<file path="src/rtl/demux_1to4_buffered_if.sv">
// Stream bundle for the buffered 1-to-4 demux: one valid/ready input beat and four registered output channels.
interface demux_1to4_buffered_if #(
  parameter int DATAWIDTH = 32
);
  logic [DATAWIDTH-1:0] in_data;
  logic [1:0]           in_select;
  logic                 in_valid;
  logic                 in_ready;
  logic [DATAWIDTH-1:0] outA_data;
  logic [DATAWIDTH-1:0] outB_data;
  logic [DATAWIDTH-1:0] outC_data;
  logic [DATAWIDTH-1:0] outD_data;
  logic [3:0]           out_valid;
  logic [3:0]           out_ready;
  logic [15:0]          stall_count;

  modport slave (
    input  in_data, in_select, in_valid, out_ready,
    output in_ready, outA_data, outB_data, outC_data, outD_data, out_valid, stall_count
  );

  modport master (
    output in_data, in_select, in_valid, out_ready,
    input  in_ready, outA_data, outB_data, outC_data, outD_data, out_valid, stall_count
  );
endinterface

</file>
<file path="src/rtl/demux_1to4_buffered.sv">
// Registered 1-to-4 demux with a 1-entry slot per channel so one stalled consumer never blocks the others.
// Optional input-stall counter enabled by defining DEMUX_STALL_CNT_EN.
module demux_1to4_buffered #(
  parameter int DATAWIDTH = 32
) (
  input  logic                   clk,
  input  logic                   rst_n,
  demux_1to4_buffered_if.slave   bus
);

  logic [3:0]           r_valid;
  logic [DATAWIDTH-1:0] r_data [4];
  logic [3:0]           w_sel_oh;
  logic                 w_in_ready;
  logic [3:0]           w_load;
  logic [3:0]           w_drain;

  // Ready depends only on the selected slot, so out_ready may reach in_ready combinationally.
  assign w_sel_oh   = 4'b0001 << bus.in_select;
  assign w_in_ready = ~r_valid[bus.in_select] | bus.out_ready[bus.in_select];
  assign w_load     = {4{bus.in_valid & w_in_ready}} & w_sel_oh;
  assign w_drain    = r_valid & bus.out_ready;

  for (genvar g = 0; g < 4; g++) begin : g_slot
    always_ff @(posedge clk or negedge rst_n) begin
      if (!rst_n) begin
        r_valid[g] <= 1'b0;
        r_data[g]  <= '0;
      end else if (w_load[g]) begin
        r_valid[g] <= 1'b1;
        r_data[g]  <= bus.in_data;
      end else if (w_drain[g]) begin
        r_valid[g] <= 1'b0;
      end
    end
  end

  assign bus.in_ready  = w_in_ready;
  assign bus.out_valid = r_valid;
  assign bus.outA_data = r_data[0];
  assign bus.outB_data = r_data[1];
  assign bus.outC_data = r_data[2];
  assign bus.outD_data = r_data[3];

`ifdef DEMUX_STALL_CNT_EN
  logic [15:0] r_stall_cnt;

  // Saturating count of cycles where a beat is offered but refused.
  always_ff @(posedge clk or negedge rst_n) begin
    if (!rst_n) begin
      r_stall_cnt <= 16'h0000;
    end else if (bus.in_valid && !w_in_ready && (r_stall_cnt != 16'hFFFF)) begin
      r_stall_cnt <= r_stall_cnt + 16'd1;
    end
  end

  assign bus.stall_count = r_stall_cnt;
`else
  assign bus.stall_count = 16'h0000;
`endif

endmodule
</file>
<file path="src/flat_wrapper.sv">
// flat-port wrapper written by rule: the top's interface ports become plain ports
module demux_1to4_buffered_flat 
#(
  parameter int DATAWIDTH = 32
)
  (clk, rst_n, bus_in_data, bus_in_select, bus_in_valid, bus_out_ready, bus_in_ready, bus_outA_data, bus_outB_data, bus_outC_data, bus_outD_data, bus_out_valid, bus_stall_count);
  demux_1to4_buffered_if #(.DATAWIDTH(DATAWIDTH)) bus_i ();
  input  logic clk;
  input  logic rst_n;
  input wire logic [$bits(bus_i.in_data)-1:0] bus_in_data;
  input wire logic [$bits(bus_i.in_select)-1:0] bus_in_select;
  input wire logic [$bits(bus_i.in_valid)-1:0] bus_in_valid;
  input wire logic [$bits(bus_i.out_ready)-1:0] bus_out_ready;
  output wire logic [$bits(bus_i.in_ready)-1:0] bus_in_ready;
  output wire logic [$bits(bus_i.outA_data)-1:0] bus_outA_data;
  output wire logic [$bits(bus_i.outB_data)-1:0] bus_outB_data;
  output wire logic [$bits(bus_i.outC_data)-1:0] bus_outC_data;
  output wire logic [$bits(bus_i.outD_data)-1:0] bus_outD_data;
  output wire logic [$bits(bus_i.out_valid)-1:0] bus_out_valid;
  output wire logic [$bits(bus_i.stall_count)-1:0] bus_stall_count;
  assign bus_i.in_data = bus_in_data;
  assign bus_i.in_select = bus_in_select;
  assign bus_i.in_valid = bus_in_valid;
  assign bus_i.out_ready = bus_out_ready;
  assign bus_in_ready = bus_i.in_ready;
  assign bus_outA_data = bus_i.outA_data;
  assign bus_outB_data = bus_i.outB_data;
  assign bus_outC_data = bus_i.outC_data;
  assign bus_outD_data = bus_i.outD_data;
  assign bus_out_valid = bus_i.out_valid;
  assign bus_stall_count = bus_i.stall_count;
  demux_1to4_buffered #(.DATAWIDTH(DATAWIDTH)) u_core (.clk(clk), .rst_n(rst_n), .bus(bus_i));
endmodule
</file>
<file path="config.mk">
export PLATFORM = sky130hd
export DESIGN_NAME = demux_1to4_buffered_flat
export DESIGN_NICKNAME = d
export VERILOG_FILES = /design/src/rtl/demux_1to4_buffered_if.sv /design/src/rtl/demux_1to4_buffered.sv /design/src/flat_wrapper.sv
export SDC_FILE = /design/constraint.sdc
export NUM_CORES = 1
export LEC_CHECK = 0
export CORE_AREA = 5 5 127 129
export CTS_CLUSTER_DIAMETER = 120
export CTS_CLUSTER_SIZE = 25
export DETAILED_ROUTE_END_ITERATION = 6
export DIE_AREA = 0 0 132 134
export DONT_BUFFER_PORTS = 1
export GPL_ROUTABILITY_DRIVEN = 0
export PLACE_DENSITY_LB_ADDON = 0.25
export SLEW_MARGIN = 20
export SYNTH_ARGS = -nofsm -noshare
export SYNTH_HDL_FRONTEND = slang
export SYNTH_SLANG_ARGS = --single-unit
</file>
<file path="constraint.sdc">
create_clock -name clk -period 1.5 [get_ports clk]
set_input_delay 0.3 -clock clk [delete_from_list [all_inputs] [get_ports clk]]
set_output_delay 0.3 -clock clk [all_outputs]
set_load 0.02 [all_outputs]
</file>
==> qor.csv, run 1 <==
metric,value,unit
insertion_delay,400,ps
hold_path.class,input port to async pin,
synth-seq-cells,132,
die_h,134,um
maxCapViolCount,0,
drt-total-wl,12100,um
grt_max_degree,133,
dieArea,17700,sq um
fin_crit_sh,116,%
whs,-405,ps
dp_slack,-0.701,ps
wl_per_cell,22.6,um
grt_pass1_wl,18300,um
grt_usage,13.4,%
coreArea,14900,sq um
drtAntennaViolNets,0,
yosys.area.top_type,dfrtp_1,
p_total,11.2,mW
synthToLayoutAreaGrowth,22.2,%
clk_pin_slew_worst_paths,60,ps
end_kind,primary output,
start_kind,flop,
synth_area_per_cell,16.6,sq um
crit_path_max_fanout,3,
crit_start,u_core.bus.out_valid[3],
cts.sinks,132,
syn_area,5120,sq um
globalRouteMet1Util,15.2,%
rrSetupSlack,-130,ps
drc,0,
cts_buffers,17,
finalNonFillerCells,538,
synthCells,309,
setup_ws,-245,ps
rsz0062_at_grt,yes,
ff2ff_path_depth,6,
placedCellCount,494,
drtIter0Drc,80,
use_met2,20.2,%
start_util,34.3,%
finalNetCount,377,
avgViaCountPerCell,4.83,
synth_cell_types,18,
synth-async-reset-ratio,100,%
status,"complete, but fails checks",
die_width,132,um
report.final.slew_viol_count,0,
ir_drop,0.000728,V
use_met3,9.04,%
synth_top_area_share,64.5,%
synth.most_common_cell,dfrtp_1,
max_freq,573,MHz
cp_data_arrival_time,1450,ps
cp_data_required_time,1200,ps
synth.area.top_cells,"dfrtp_1 (64%), mux2_2 (27%), buf_4 (2.3%), buf_6 (2.0%), mux2_1 (0.88%)",
yosys_warnings,0,
yosysSeqAreaShare,64.5,%
grt_overflow,0,
synth-edff-count,0,
rows,45,
grt_pass1_vias,2925,
worstSetupPathType,flop to primary output,
r2r_start,u_core.bus.out_valid[2],
p_leak,2.77,nW
io_pins,190,
dr.pass1.iters,3,
dp.final_hpwl,7830,um
setup_viol,25,
vias,2596,
powerDensity,1790,nW/um^2
finalSetupTns,-3000,ps
globalRoute.busiestLayer,met2,
finalClockSkew,7.62,ps
clockRootBuffer,clkbuf_16,
period_needed,1750,ps
antenna_found_initial,1,
drive_gt1_share,52.4,%
hold_viol,132,
cts_tree,yes,
htreeDepth,4,
violations,"hold timing, setup timing",
clock_path_buffers,2,
numPortBuffers,0,
fillCellCount,1384,
ys.flop_type,dfrtp_1,
yosys-top-cells-count,"dfrtp_1 (132), mux2_2 (124), buf_4 (16)",
[critical path, stage by stage (launching register included)]
cell and delay [ps]:
dfrtp_1 350, nand2b_1 110, mux4_2 580
[state kept, by name, indices dropped and copies added (netlist names)]
register	flops
u_core.bus.outB_data	32
u_core.bus.out_valid	4
u_core.bus.outA_data	32
u_core.bus.outC_data	32
u_core.bus.outD_data	32
[final cells by class]
class	instances	area (sq um)	share of cell area, %
antenna	1	2.50	0.0400
clock inverter	9	150	2.40
multi-input combinational	161	1800	28.7
timing repair buffer	24	294	4.70
sequential	132	3300	52.7
clock buffer	23	478	7.63
tap	188	235	3.76
[cells by family after synthesis]
logic type / share of synthesized area [%]
other: 0.0732
buffers and inverters: 4.91
multiplexers: 28.6
AND/OR/NAND/NOR: 1.88
flip-flops: 64.5
AO/OA/AOI/OAI: 0.0976
[repair_timing]
item | in CTS | in global routing
gates cloned | 1 | 3
hold buffers | 1 | 1
endpoints found under the hold margin | 134 | 133
buffers inserted | 1 | 5
gates resized for setup | 25 | 24
pin swaps | 0 | 0
setup endpoints to repair | 18 | 34
[final timing paths]
kind | to
max | bus_in_ready
min | u_core.bus.outD_data[3]
max reg2reg | u_core.bus.outC_data[5]
min reg2reg | u_core.bus.out_valid[1]
max in group asynchronous | u_core.bus.outD_data[20]
min in group clk | u_core.bus.outB_data[6]
[per-stage QoR]
step	area (sq um)	utilization, %
after global placement	5330	35.7
after floorplan	5180	-
after global routing	6260	42.0
after CTS	6100	40.9
final	6260	42.0
after detailed placement	5330	35.7
[layout by cell type (no fill, tap or decap), types with 2 or more instances in the layout]
cell,n
clkbuf_1,3
clkbuf_16,19
mux2_4,41
buf_4,12
mux2_2,85
buf_6,3
clkbuf_8,3
conb_1,16
buf_12,5
dfrtp_1,132
nand2b_1,3
mux2_1,2
dlygate4sd3_1,2
bufinv_16,4
nand2_1,5
clkinv_2,3
clkinvlp_4,2
[metal layers]
metal  up-vias  routed length (um)
met2       134                5710
met1      1347                4640
li1       1105                   -
met3        10                1620
met4         0                 172
met5         -                   0
[where the power goes]
part	internal, mW	total (mW)	leakage [nW]	switching (mW)
Combinational	0.762	1.09	0.904	0.328
Sequential	4.30	5.81	1.57	1.51
Clock	2.91	4.34	0.303	1.44
Total	7.97	11.2	2.77	3.27
(Power assumes the default switching activity.)
==> run 2, diff against run 1 <==
--- a/config.mk
+++ b/config.mk
@@ -5,11 +5,12 @@
 export SDC_FILE = /design/constraint.sdc
 export NUM_CORES = 1
 export LEC_CHECK = 0
-export CORE_AREA = 5 5 127 129
+export ABC_AREA = 1
+export CORE_AREA = 5 5 134 136
 export CTS_CLUSTER_DIAMETER = 120
 export CTS_CLUSTER_SIZE = 25
 export DETAILED_ROUTE_END_ITERATION = 6
-export DIE_AREA = 0 0 132 134
+export DIE_AREA = 0 0 139 141
 export DONT_BUFFER_PORTS = 1
 export GPL_ROUTABILITY_DRIVEN = 0
 export PLACE_DENSITY_LB_ADDON = 0.25
==> constraint.sdc (replaced) <==
create_clock -name clk -period 1.6 [get_ports clk]
set_input_delay 0.32 -clock clk [delete_from_list [all_inputs] [get_ports clk]]
set_output_delay 0.32 -clock clk [all_outputs]
set_load 0.02 [all_outputs]
==> run 2 against run 1 <==
Net effect:
- the run still ends with hold timing, setup timing left
- clock skew fell by 2.2 ps
- non-clock buffer count rose by 10
- first-iteration DRC count rose to 3.4 times the previous value
- total power fell by 7.1%
- combinational power fell by 4%
- die area rose by 11%
- via count rose by 75%
- largest cell class unchanged
- highest routed layer unchanged
==> qor.csv, run 2 <==
metric,value,unit,change
status,"complete, but fails checks",,unchanged
violations,"hold timing, setup timing",,unchanged
cp_slowest_cell,dfrtp_1,,was mux4_2
layout_common_cells,"nand2_1 (267), dfrtp_1 (132), nand4_1 (128)",,"was dfrtp_1 (132), mux2_2 (85), mux2_4 (41)"
cp_data_required_time,1280,ps,was 1200 ps
cpPeakStageDelay,390,ps,was 580 ps
synth-seq-cells,132,,unchanged
synth_cell_types,18,,unchanged
htreeDepth,4,,unchanged
cts_hold_buf,4,,was 1
ir_drop,0.000742,V,was 0.000728 V
yosysSeqAreaShare,58.0,%,was 64.5%
synth_top_area_share,58.0,%,was 64.5%
yosys-top-cells-count,"nand2_1 (269), dfrtp_1 (132), nand4_1 (128)",,"was dfrtp_1 (132), mux2_2 (124), buf_4 (16)"
synth_area_per_cell,9.13,sq um,was 16.6 sq um
clk_pin_slew_worst_paths,60,ps,about the same
mostFrequentLayoutCell,nand2_1,,was dfrtp_1
antenna_found_initial,0,,was 1
numPortBuffers,0,,unchanged
antennaDiodeCount,0,,was 1
synth-edff-count,0,,unchanged
synth-async-reset-ratio,100,%,unchanged
grt_max_degree,133,,unchanged
cts.sinks,132,,unchanged
vias,4550,,was 2596
yosys_warnings,0,,unchanged
grt_pass1_vias,4470,,was 2925
crit_start,u_core.bus.out_valid[0],,was u_core.bus.out_valid[3]
p_leak,3.42,nW,was 2.77 nW
coreArea,16800,sq um,was 14900 sq um
finalClockSkew,5.42,ps,was 7.62 ps
rsz0062_at_grt,yes,,unchanged
setup_ws,-35.6,ps,was -245 ps
finalNetCount,662,,was 377
die_width,139,um,was 132 um
start_util,33.9,%,was 34.3%
avgViaCountPerCell,5.30,,was 4.83
insertion_delay,420,ps,was 400 ps
worstSetupPathType,flop to primary output,,unchanged
crit_path_max_fanout,5,,was 3
io_pins,190,,unchanged
drt-total-wl,18000,um,was 12100 um
crit_path_cell_trace,nand2_1 > nand2_1 > nand2_2 > nand2_2 > nand2_4 > buf_16,,was nand2b_1 > mux4_2
grt_usage,18.3,%,was 13.4%
synthCells,624,,was 309
dr.pass1.iters,4,,was 3
cp_data_arrival_time,1320,ps,was 1450 ps
final_util,39.6,%,was 42.0%
drive_gt1_share,12.0,%,was 52.4%
synth.area.top_cells,"dfrtp_1 (58%), nand2_1 (18%), nand4_1 (14%), buf_4 (2.6%), buf_6 (2.2%)",,"was dfrtp_1 (64%), mux2_2 (27%), buf_4 (2.3%), buf_6 (2.0%), mux2_1 (0.88%)"
ys.flop_type,dfrtp_1,,unchanged
clock_path_buffers,2,,unchanged
synthToLayoutAreaGrowth,16.8,%,was 22.2%
grt_overflow,0,,unchanged
drtAntennaViolNets,0,,unchanged
hold_path.class,input port to async pin,,unchanged
end_kind,primary output,,unchanged
period_needed,1640,ps,
drtIter0Drc,272,,was 80
cp_num_buf_inv,1,,was 0
synth.most_common_cell,nand2_1,,was dfrtp_1
cts_tree,yes,,unchanged
max_freq,611,MHz,
grt_pass1_wl,27700,um,was 18300 um
rows,48,,was 45
die_h,141,um,was 134 um
yosys.area.top_type,dfrtp_1,,unchanged
dp.final_hpwl,11400,um,was 7830 um
path_delay_family,flip-flops,,was multiplexers
fillCellCount,1668,,was 1384
report.final.slew_viol_count,0,,unchanged
hold_viol,132,,unchanged
start_kind,flop,,unchanged
cts_buffers,17,,unchanged
syn_area,5700,sq um,was 5120 sq um
clockRootBuffer,clkbuf_16,,unchanged
dieArea,19600,sq um,was 17700 sq um
wl_per_cell,21.0,um,was 22.6 um
whs,-401,ps,was -405 ps
fin_crit_sh,102,%,
r2r_start,u_core.bus.out_valid[0],,was u_core.bus.out_valid[2]
setup_viol,1,,was 25
drc,0,,unchanged
maxCapViolCount,0,,unchanged
powerDensity,1570,nW/um^2,was 1790 nW/um^2
rrSetupSlack,20,ps,was -130 ps
run 2: changes by cell type in the layout (fill, tap and decap cells not counted), moves of 10 or more:
| cell | change |
|---|---|
| nand4_1 | +128 |
| mux2_4 | -41 |
| nand2_1 | +262 |
| buf_4 | +10 |
| mux2_2 | -85 |
run 2: cell type report:
cell class              count  area [sq um]  area share (%)
clock inverters            15           180            2.71
clock buffers              17           425            6.39
flip-flops and latches    132          3300            49.6
inverters                   7          26.3           0.395
multi-input cells         429          2020            30.3
repair buffers             34           423            6.35
well taps                 225           282            4.23
run 2: final timing paths:
kind                       cells past startpoint                  endpoint
setup / recovery                               6              bus_in_ready
max in group asynchronous                      0  u_core.bus.outB_data[11]
setup reg to reg                               9   u_core.bus.outA_data[2]
hold / removal                                 0   u_core.bus.outD_data[8]
min in group clk                               2  u_core.bus.outB_data[28]
hold reg to reg                                2   u_core.bus.outD_data[4]
run 2: kinds of logic (layout without fill, tap and decap cells):
| logic type | count (synthesis) | in the layout | share of synthesized area, % |
|---|---|---|---|
| flops | 132 | 132 | 58.0 |
| compound gates | 4 | 4 | 0.351 |
| other cells | 1 | 16 | 0.0658 |
| simple gates | 409 | 409 | 33.4 |
| buf+inv | 78 | 73 | 8.21 |
run 2: power breakdown:
part	total [mW]	internal, mW	switching [mW]
Sequential	5.39	3.99	1.40
Combinational	1.05	0.433	0.622
Clock	4.00	2.46	1.54
Total	10.4	6.88	3.56
run 2: through the flow:
| stage | area [sq um] | instances | TNS, ps | worst slack [ps] | total power, mW |
|---|---|---|---|---|---|
| 2_1_floorplan | 5750 | 639 | 0 | 164 | 6.07 |
| 3_3_place_gp | 5820 | 814 | 0 | 123 | 6.36 |
| 3_5_place_dp | 5820 | 814 | 0 | 99.6 | 6.41 |
| 4_1_cts | 6630 | 858 | -31.8 | -31.8 | 10.5 |
| 5_1_grt | 6660 | 859 | -8170 | -123 | 10.9 |
| 6_report | 6660 | 859 | -35.6 | -35.6 | 10.4 |
run 2: routing by layer:
| layer | up-vias | wire, um | global-route usage (%) |
|---|---|---|---|
| met2 | 217 | 8400 | 27.9 |
| li1 | 2080 | - | - |
| met3 | 37 | 2270 | 9.70 |
| met1 | 2216 | 6820 | 21.4 |
| met5 | - | 0 | 0 |
| met4 | 0 | 543 | 8.19 |
run 2: timing repair:
| item | in CTS | in global routing |
|---|---|---|
| setup buffers | 4 | 1 |
| hold endpoints to repair | 136 | 132 |
| setup endpoints to repair | 1 | 125 |
| pin swaps | 4 | 3 |
| gates resized for setup | 2 | 3 |
| cloned | 4 | 0 |
==> run 3, diff against run 2 <==
==> constraint.sdc (replaced) <==
create_clock -name clk -period 1.6 [get_ports clk]
set_input_delay 0 -clock clk [delete_from_list [all_inputs] [get_ports clk]]
set_output_delay 0 -clock clk [all_outputs]
set_load 0.02 [all_outputs]
==> run 3 against run 2 <==
Net effect:
- the flow finishes with violations (hold timing)
- maximum frequency rose by 13%
- critical path depth grew 3
- sequential cell count unchanged
- clock power is 5% higher
- routed wire length up 1.9%
- largest cell class unchanged
==> qor.csv, run 3 (same netlist as run 2, synthesis figures left out) <==
metric,value,unit,change
cp_data_arrival_time,1750,ps,was 1320 ps
cts_hold_buf,36,,was 4
placedCellCount,811,,was 814
htreeDepth,4,,unchanged
finalSetupTns,0,ps,was -35.6 ps
rrSetupSlack,150,ps,was 20 ps
fin_crit_sh,90.6,%,was 102%
die_h,141,um,unchanged
final_cell_area,6870,sq um,was 6660 sq um
clock_path_buffers,2,,unchanged
mostFrequentLayoutCell,nand2_1,,unchanged
grt_usage,18.3,%,about the same
avgViaCountPerCell,5.26,,was 5.30
end_kind,flop,,was primary output
cts.sinks,132,,unchanged
drt-total-wl,18400,um,was 18000 um
rsz0062_at_grt,no,,was yes
antennaDiodeCount,0,,unchanged
dr.pass1.iters,4,,unchanged
drtIter0Drc,320,,was 272
powerDensity,1560,nW/um^2,was 1570 nW/um^2
dp.final_hpwl,11500,um,was 11400 um
io_pins,190,,unchanged
final_util,40.8,%,was 39.6%
period_needed,1450,ps,was 1640 ps
crit_path_max_fanout,29,,was 5
dp_slack,143,ps,was 99.6 ps
grt_pass1_wl,28000,um,was 27700 um
vias,4648,,was 4550
synthToLayoutAreaGrowth,20.6,%,was 16.8%
coreArea,16800,sq um,unchanged
p_total,10.7,mW,was 10.4 mW
cp_data_required_time,1900,ps,was 1280 ps
grt_max_degree,133,,unchanged
grt_overflow,0,,unchanged
layout_common_cells,"nand2_1 (269), dfrtp_1 (132), nand4_1 (128)",,"was nand2_1 (267), dfrtp_1 (132), nand4_1 (128)"
dieArea,19600,sq um,unchanged
drtAntennaViolNets,0,,unchanged
insertion_delay,420,ps,about the same
drive_gt1_share,9.73,%,was 12.0%
p_leak,3.48,nW,was 3.42 nW
report.final.slew_viol_count,0,,unchanged
setup_viol,0,,was 1
hold_path.class,input port to async pin,,unchanged
numPortBuffers,0,,unchanged
setup_ws,150,ps,was -35.6 ps
ir_drop,0.000732,V,was 0.000742 V
start_util,33.9,%,unchanged
hold_viol,262,,was 132
cts_buffers,17,,unchanged
placed_cell_area,5790,sq um,was 5820 sq um
violations,hold timing,,"was hold timing, setup timing"
whs,-715,ps,was -401 ps
max_freq,690,MHz,was 611 MHz
rows,48,,unchanged
antenna_found_initial,0,,unchanged
finalClockSkew,9.20,ps,was 5.42 ps
start_kind,flop,,unchanged
worstSetupPathType,flop to flop,,was flop to primary output
grt_pass1_vias,4699,,was 4470
finalNetCount,686,,was 662
status,"complete, but fails checks",,unchanged
clockRootBuffer,clkbuf_16,,unchanged
clk_pin_slew_worst_paths,60,ps,about the same
drc,0,,unchanged
crit_start,u_core.bus.out_valid[3],,was u_core.bus.out_valid[0]
cts_tree,yes,,unchanged
maxCapViolCount,0,,unchanged
r2r_start,u_core.bus.out_valid[3],,was u_core.bus.out_valid[0]
die_width,139,um,unchanged
finalNonFillerCells,883,,was 859
wl_per_cell,20.8,um,was 21.0 um
## run 3: cell count changes in the layout (fill, tap and decap cells not counted), sizes merged
| cell | previous run | this run |
|---|---|---|
| buf | 26 | 20 |
| bufbuf | 4 | 0 |
| bufinv | 3 | 4 |
| clkbuf | 17 | 23 |
| clkinv | 6 | 4 |
| clkinvlp | 3 | 2 |
| dlygate4sd3 | 4 | 36 |
| inv | 10 | 8 |
## run 3: final cells by class
| class | count | area [sq um] |
|---|---|---|
| flip-flops and latches | 132 | 3300 |
| fillers | 1688 | 9950 |
| multi-input cells | 429 | 2000 |
| inverters | 7 | 26.3 |
| repair buffers | 58 | 618 |
| clock inverters | 11 | 175 |
| well taps | 225 | 282 |
| clock buffers | 21 | 460 |
## run 3: worst paths after layout
path / endpoint / cells past startpoint
worst min-delay path: u_core.bus.outD_data[4] / 0
worst max register to register: u_core.bus.outC_data[25] / 9
min in group clk: u_core.bus.outD_data[0] / 2
max in group asynchronous: u_core.bus.outC_data[22] / 0
worst min register to register: u_core.bus.outD_data[5] / 2
worst max-delay path: u_core.bus.outC_data[25] / 9
## run 3: what timing repair did
action,in CTS,in global routing
setup endpoints to repair,0,3
setup buffers,0,2
resized for setup,0,2
hold endpoints to repair,264,263
## run 3: critical path: stages, from the launching register on
cell and delay [ps]:
dfrtp_1 380, nand2_1 70, nand2_1 60, nand2_1 50, nand2_1 80, nand2_4 170, nand3_2 170, buf_12 210
nand2_1 70, nand2_1 60
## run 3: power breakdown
part | internal [mW] | total, mW | switching, mW
logic | 0.429 | 1.11 | 0.677
clock network | 2.70 | 4.19 | 1.49
registers | 3.99 | 5.39 | 1.40
## run 3: metal layers
metal | vias to the layer above | wire [um] | GRT usage (%) | share of wire [%]
met1 | 2300 | 7470 | 21.7 | 41
met5 | - | 0 | 0 | 0
met4 | 0 | 335 | 5.36 | 1.8
met2 | 193 | 8910 | 30.2 | 49
met3 | 25 | 1660 | 8.07 | 9.0
li1 | 2130 | - | - | -
